==> config.mk <==
export PLATFORM = sky130hd
export DESIGN_NAME = instr_fetch_unit
export DESIGN_NICKNAME = d
export VERILOG_FILES = /design/src/rtl/rv_core_pkg.sv /design/src/rtl/fetch_fifo.sv /design/src/rtl/instr_fetch_unit.sv
export SDC_FILE = /design/constraint.sdc
export NUM_CORES = 1
export LEC_CHECK = 0
export ABC_AREA = 0
export CORE_MARGIN = 8
export CORE_UTILIZATION = 46
export CTS_CLUSTER_SIZE = 30
export DETAILED_ROUTE_END_ITERATION = 10
export GPL_ROUTABILITY_DRIVEN = 0
export PLACE_DENSITY = 0.75
export SYNTH_ARGS = -nofsm -noshare
export SYNTH_HDL_FRONTEND = slang
export SYNTH_SLANG_ARGS = --single-unit
export TNS_END_PERCENT = 30
==> constraint.sdc <==
create_clock -name clk_in -period 6.9 [get_ports clk_in]
set_clock_uncertainty 0.2 [all_clocks]
set_input_delay 1.38 -clock clk_in [delete_from_list [all_inputs] [get_ports clk_in]]
set_output_delay 1.38 -clock clk_in [all_outputs]
set_load 0.01 [all_outputs]
==> src/rtl/rv_core_pkg.sv <==
// rv_core_pkg
// Shared definitions for the RV32I core front end: data width, reset PC
// default, the canonical NOP encoding, the fetch FSM state encoding and the
// {pc, instr} fetch-buffer entry.
package rv_core_pkg;

  localparam int XLEN = 32;

  localparam logic [XLEN-1:0] RESET_PC_DEFAULT = 32'h0000_0000;

  // addi x0, x0, 0
  localparam logic [XLEN-1:0] NOP_INSTR = 32'h0000_0013;

  typedef enum logic [1:0] {
    ST_BOOT  = 2'd0,
    ST_FETCH = 2'd1,
    ST_HOLD  = 2'd2
  } fetch_state_e;

  typedef struct packed {
    logic [XLEN-1:0] pc;
    logic [XLEN-1:0] instr;
  } fetch_entry_t;

  // Instruction fetches are always word aligned; low address bits are dropped.
  function automatic logic [XLEN-1:0] word_align(input logic [XLEN-1:0] a);
    return {a[XLEN-1:2], 2'b00};
  endfunction

endpackage

==> src/rtl/fetch_fifo.sv <==
// fetch_fifo
// Synchronous FIFO holding fetched {pc, instr} pairs between the fetch
// handshake and decode. The head entry is presented combinationally.
// Flush wins over push and pop in the same cycle.
//
// Ports:
//   i_clk, i_rst   clock, asynchronous active-high reset
//   i_push/i_wdata write an entry (ignored while full)
//   i_pop          retire the head entry (ignored while empty)
//   i_flush        discard every entry
//   o_rdata        head entry
//   o_full/o_empty occupancy flags
//   o_count        number of valid entries
module fetch_fifo
  import rv_core_pkg::*;
#(
  parameter  int DEPTH = 2,
  localparam int PTR_W = (DEPTH > 1) ? $clog2(DEPTH) : 1,
  localparam int CNT_W = $clog2(DEPTH + 1)
) (
  input  logic               i_clk,
  input  logic               i_rst,
  input  logic               i_push,
  input  logic               i_pop,
  input  logic               i_flush,
  input  fetch_entry_t       i_wdata,
  output fetch_entry_t       o_rdata,
  output logic               o_full,
  output logic               o_empty,
  output logic [CNT_W-1:0]   o_count
);

  fetch_entry_t     r_mem [DEPTH];
  logic [PTR_W-1:0] r_wptr;
  logic [PTR_W-1:0] r_rptr;
  logic [CNT_W-1:0] r_count;

  logic w_do_push;
  logic w_do_pop;

  assign o_full    = (r_count == CNT_W'(DEPTH));
  assign o_empty   = (r_count == '0);
  assign o_count   = r_count;
  assign o_rdata   = r_mem[r_rptr];

  assign w_do_push = i_push && !o_full  && !i_flush;
  assign w_do_pop  = i_pop  && !o_empty && !i_flush;

  // DEPTH is a power of two, so pointers wrap naturally.
  always_ff @(posedge i_clk or posedge i_rst) begin
    if (i_rst) begin
      r_wptr  <= '0;
      r_rptr  <= '0;
      r_count <= '0;
    end else if (i_flush) begin
      r_wptr  <= '0;
      r_rptr  <= '0;
      r_count <= '0;
    end else begin
      if (w_do_push) r_wptr <= r_wptr + PTR_W'(1);
      if (w_do_pop)  r_rptr <= r_rptr + PTR_W'(1);
      unique case ({w_do_push, w_do_pop})
        2'b10:   r_count <= r_count + CNT_W'(1);
        2'b01:   r_count <= r_count - CNT_W'(1);
        default: r_count <= r_count;
      endcase
    end
  end

  // Storage needs no reset: occupancy is tracked by the pointers/count.
  always_ff @(posedge i_clk) begin
    if (w_do_push) r_mem[r_wptr] <= i_wdata;
  end

endmodule

==> src/rtl/instr_fetch_unit.sv <==
// instr_fetch_unit
// RV32I instruction fetch stage. Walks sequential word addresses, fetches
// from instruction memory over a req/ack handshake (one request in flight),
// buffers {pc, instr} pairs in fetch_fifo and presents the head to decode.
// An execute-stage redirect flushes everything and restarts at the target.
//
// Ports:
//   clk_in, rst_in   clock, asynchronous active-high reset
//   imem_req_out     fetch request (dropped combinationally on redirect)
//   imem_addr_out    word-aligned fetch address, stable until acked
//   imem_ack_in      memory completes the request this cycle
//   imem_rdata_in    instruction word, valid with req && ack
//   redirect_in      PC redirect from execute
//   redirect_pc_in   redirect target (low two bits ignored)
//   id_ready_in      decode takes the head entry
//   id_valid_out     head entry valid
//   id_instr_out     head instruction (NOP when not valid)
//   id_pc_out        head PC (zero when not valid)
module instr_fetch_unit
  import rv_core_pkg::*;
#(
  parameter logic [XLEN-1:0] RESET_PC   = RESET_PC_DEFAULT,
  parameter int              FIFO_DEPTH = 2
) (
  input  logic            clk_in,
  input  logic            rst_in,
  output logic            imem_req_out,
  output logic [XLEN-1:0] imem_addr_out,
  input  logic            imem_ack_in,
  input  logic [XLEN-1:0] imem_rdata_in,
  input  logic            redirect_in,
  input  logic [XLEN-1:0] redirect_pc_in,
  input  logic            id_ready_in,
  output logic            id_valid_out,
  output logic [XLEN-1:0] id_instr_out,
  output logic [XLEN-1:0] id_pc_out
);

  localparam int CNT_W = $clog2(FIFO_DEPTH + 1);

  fetch_state_e     r_state;
  logic [XLEN-1:0]  r_fetch_pc;

  logic             w_xfer;
  logic             w_pop;
  logic             w_full;
  logic             w_empty;
  logic [CNT_W-1:0] w_count;
  fetch_entry_t     w_head;
  fetch_entry_t     w_push_data;

  // Request follows the state, but a redirect kills it in the same cycle so
  // memory sees the in-flight fetch as cancelled.
  assign imem_req_out  = (r_state == ST_FETCH) && !redirect_in;
  assign imem_addr_out = r_fetch_pc;
  assign w_xfer        = imem_req_out && imem_ack_in;

  // The head is hidden during a redirect so decode never consumes a
  // wrong-path instruction in the flush cycle.
  assign id_valid_out  = !w_empty && !redirect_in;
  assign w_pop         = id_valid_out && id_ready_in;
  assign id_instr_out  = id_valid_out ? w_head.instr : NOP_INSTR;
  assign id_pc_out     = id_valid_out ? w_head.pc    : '0;

  assign w_push_data.pc    = r_fetch_pc;
  assign w_push_data.instr = imem_rdata_in;

  fetch_fifo #(
    .DEPTH (FIFO_DEPTH)
  ) u_fifo (
    .i_clk   (clk_in),
    .i_rst   (rst_in),
    .i_push  (w_xfer),
    .i_pop   (w_pop),
    .i_flush (redirect_in),
    .i_wdata (w_push_data),
    .o_rdata (w_head),
    .o_full  (w_full),
    .o_empty (w_empty),
    .o_count (w_count)
  );

  always_ff @(posedge clk_in or posedge rst_in) begin
    if (rst_in) begin
      r_state    <= ST_BOOT;
      r_fetch_pc <= RESET_PC;
    end else if (redirect_in) begin
      r_state    <= ST_FETCH;
      r_fetch_pc <= word_align(redirect_pc_in);
    end else begin
      // 32-bit wrap from 0xFFFF_FFFC to 0 falls out of the adder width.
      if (w_xfer) r_fetch_pc <= r_fetch_pc + XLEN'(4);
      unique case (r_state)
        ST_BOOT:  r_state <= ST_FETCH;
        // Stop requesting once this push fills the buffer; a concurrent pop
        // keeps the count where it is, so fetching continues.
        ST_FETCH: if (w_xfer && !w_pop && (w_count == CNT_W'(FIFO_DEPTH - 1)))
                    r_state <= ST_HOLD;
        // Resume as soon as decode frees a slot.
        ST_HOLD:  if (w_pop || !w_full) r_state <= ST_FETCH;
        default:  r_state <= ST_BOOT;
      endcase
    end
  end

  // Only bits [31:2] of the redirect target matter.
  logic w_unused_redir_lsb;
  assign w_unused_redir_lsb = ^redirect_pc_in[1:0];

endmodule

==> flow_metrics.env <==
export IMPL_fin_nets=753
export IMPL_antenna_left=0
export IMPL_post_place_ws_ps=1944
export IMPL_worstMarginPinSlew_ps=1146
export IMPL_synth_area_um2=6958
export IMPL_cts_sinks=160
export IMPL_grt_max_degree=64
export IMPL_top_usage_layer="met2"
export IMPL_coreArea_um2=14980
export IMPL_crit_path_start_kind="input pin"
export IMPL_critPathMaxFanout=60
export IMPL_cts_resized=0
export IMPL_drive_gt1_frac=0.06494
export IMPL_antenna_found_initial=0
export IMPL_ctsHtreeMaxLevel=4
export IMPL_synth_top_area_frac=0.5352
export IMPL_synthTopCellsByArea="edfxtp_1 54%, dfrtp_1 13%, mux2i_1 9.1%"
export IMPL_max_stage_delay_ps=530
export IMPL_synthArstFlopShare=0.2250
export IMPL_num_vias=4758
export IMPL_yosysWarnings=0
export IMPL_arrival_ps=3340
export IMPL_critPathTopFamily="buffers and inverters"
export IMPL_setup_slack_ps=1981
export IMPL_yosys_most_used_dff="edfxtp_1"
export IMPL_grt_first_pass_wirelength_um=27010
export IMPL_finalCritPeriodShare=0.7129
export IMPL_routed_wl_um=16850
export IMPL_drt_iter0_markers=447
export IMPL_critical_path_class="input pin to output port"
export IMPL_finalHoldViolations=0
export IMPL_leakage_nw=3.147
export IMPL_finalMaxSlewViolations=0
export IMPL_synth_enable_flop_cells=124
export IMPL_portBuffers=160
export IMPL_crit_chain="clkdlybuf4s50_1, or2_2, buf_4, inv_1, nand2_1, clkdlybuf4s50_1"
export IMPL_cts_made_buffers=17
export IMPL_setup_viol=0
export IMPL_drt_wirelength_per_cell_um=19.13
export IMPL_start_util=0.4646
export IMPL_rsz0062_at_grt="false"
export IMPL_cp_slowest_cell="buf_4"
export IMPL_synthToLayoutAreaGrowth_pct=33.36
export IMPL_track_usage=0.1764
export IMPL_antenna_cells=0
export IMPL_hold_path_class="register to register"
export IMPL_die_area_um2=19320
export IMPL_postCtsSetupBuffers=0
export IMPL_status="finished, final reports clean"
export IMPL_met1_usage=0.2103
export IMPL_max_cap_viol_count=0
export IMPL_cts_clk_slew_worst_paths_ps=60
export IMPL_fp_dieW_um=139.0
export IMPL_viasPerCell=5.401
export IMPL_cts_hold_buffers=0
export IMPL_cts_tree="built"
export IMPL_grt_pass1_vias=5039
export IMPL_final_setup_tns_ps=0
export IMPL_drc=0
export IMPL_cp_buffers_inverters=4
export IMPL_timing_fmax_ghz=0.2033
export IMPL_ys_seq_area_frac=0.6646
export IMPL_cts_root_buffer="clkbuf_16"
export IMPL_max_slew_margin=0.2362
export IMPL_crit_top_cell="clkdlybuf4s50_1"
export IMPL_clockBufferDepth=2
export IMPL_global_route_usage_met3=0.05542
export IMPL_ys_ff_latch=160
export IMPL_vdd_drop_max_mv=0.1931
export IMPL_cp_required_ps=5320
export IMPL_layout_min_cycle_time_ps=4919
export IMPL_gr_usage_met2=0.2900
export IMPL_dpl_hpwl_um=11220
export IMPL_dr_pass1_iters=5
export IMPL_die_h_um=139.0
export IMPL_end_kind="output port"
export IMPL_syn_avg_cell_area_um2=13.23
export IMPL_clock_latency_ps=410
export IMPL_std_cell_rows=45
export IMPL_fin_total_pwr_mw=2.914
export IMPL_ys_types=53
export IMPL_io_pins=167
export IMPL_synth_top_area_cell="edfxtp_1"
export IMPL_synthCells=526
export IMPL_grt_ovfl_total=0
export IMPL_power_density_nw_per_um2=314.1
[final timing paths]
path,startpoint,endpoint,slack (ps),depth (start not counted)
max,redirect_in,id_instr_out[4],1980,6
min,imem_addr_out[28]$_DFFE_PP0P_,u_fifo.r_mem[1][60]$_DFFE_PP_,370,0
max reg2reg,r_state[1]$_DFFE_PP0P_,imem_addr_out[29]$_DFFE_PP0P_,4280,4
min reg2reg,imem_addr_out[28]$_DFFE_PP0P_,u_fifo.r_mem[1][60]$_DFFE_PP_,370,0
max in group asynchronous,rst_in,u_fifo.r_rptr$_DFFE_PP0P_,4950,3
min in group asynchronous,rst_in,imem_addr_out[3]$_DFFE_PP0P_,1180,3
[kinds of logic (layout without fill, tap and decap cells)]
group / count (synthesis) / in the layout / synth area share
and+or+nand+nor: 194 / 194 / 0.1412
DFF: 160 / 160 / 0.6646
muxes: 65 / 65 / 0.09387
AOI/OAI and AO/OA: 44 / 44 / 0.04298
buffers and inverters: 43 / 207 / 0.03075
xor gates and xnor gates: 15 / 15 / 0.01888
adders and majority gates: 4 / 4 / 0.007193
other: 1 / 4 / 0.0005390
[where the power goes]
group	internal (mW)	total [mW]	switching, mW
sequential	1.17	1.31	0.134
combinational	0.350	0.659	0.308
clock	0.606	0.950	0.344
[final cells by class]
class                      instances  area (um2)
inverter                          10       37.54
tap                              188       235.2
clock buffer                      26       459.2
multi-input combinational        326        2147
timing repair buffer             165        1639
fill                            1186        5698
sequential                       160        4628
clock inverter                     6       132.6
[cells in the mapped netlist, drive strengths merged, types with 2 or more instances]
| cell type | number |
|---|---|
| a211o | 2 |
| a21oi | 2 |
| a31oi | 7 |
| and3 | 2 |
| and4 | 3 |
| buf | 11 |
| clkbuf | 22 |
| dfrtp | 36 |
| edfxtp | 124 |
| ha | 4 |
| inv | 10 |
| mux2 | 2 |
| mux2i | 63 |
| nand2 | 38 |
| nand3 | 18 |
| nand4 | 15 |
| nand4b | 2 |
| nor2 | 75 |
| nor2b | 2 |
| nor3 | 4 |
| nor3b | 2 |
| nor4 | 4 |
| nor4b | 2 |
| o211ai | 4 |
| o21ai | 13 |
| o311ai | 6 |
| o31ai | 6 |
| or2 | 5 |
| or3 | 3 |
| or4 | 13 |
| xnor2 | 10 |
| xor2 | 5 |
[metrics by stage]
stage / util / cells / hold slack, ps / area (um2)
after floorplan: - / 529 / 323.0 / 6974
after global placement: 0.5800 / 849 / 344.8 / 8687
after detailed placement: 0.5800 / 849 / 357.7 / 8687
after CTS: 0.6195 / 881 / 366.5 / 9279
after global routing: 0.6195 / 881 / 388.5 / 9279
final: 0.6195 / 881 / 366.9 / 9279
[worst register-to-register path, delay by kind of cell, from the launching register on]
| kind | cells | cell delay [ps] |
|---|---|---|
| flip-flops | 1 | 460 |
| multiplexers | 1 | 350 |
| AND/OR/NAND/NOR | 3 | 1500 |
[state kept, by name, indices dropped and copies added, names as in the netlist]
register	count
imem_addr_out	30
r_state	2
u_fifo.o_count	2
u_fifo.r_mem	124
u_fifo.r_rptr	1
u_fifo.r_wptr	1
[cells in the final DEF, fill, tap and decap left out, drive strengths merged, types with 3 or more instances in the layout]
cell             n
edfxtp         124
nor2            75
nor4             4
o31ai            6
a31oi            7
dfrtp           36
inv             10
and4             3
nand2           38
bufinv           4
or4             13
xnor2           10
buf              5
o311ai           6
nand4           15
nand3           18
conb             4
nor3             4
o211ai           4
ha               4
mux2i           63
or2              5
clkbuf          26
o21ai           13
or3              3
clkdlybuf4s50  160
xor2             5
[layer usage]
layer | share of wire | up-vias
li1 | - | 2254
met1 | 0.41 | 2263
met2 | 0.50 | 212
met3 | 0.069 | 29
met4 | 0.020 | 0
met5 | 0 | -
No activity file was read; power rests on OpenSTA's default activity.
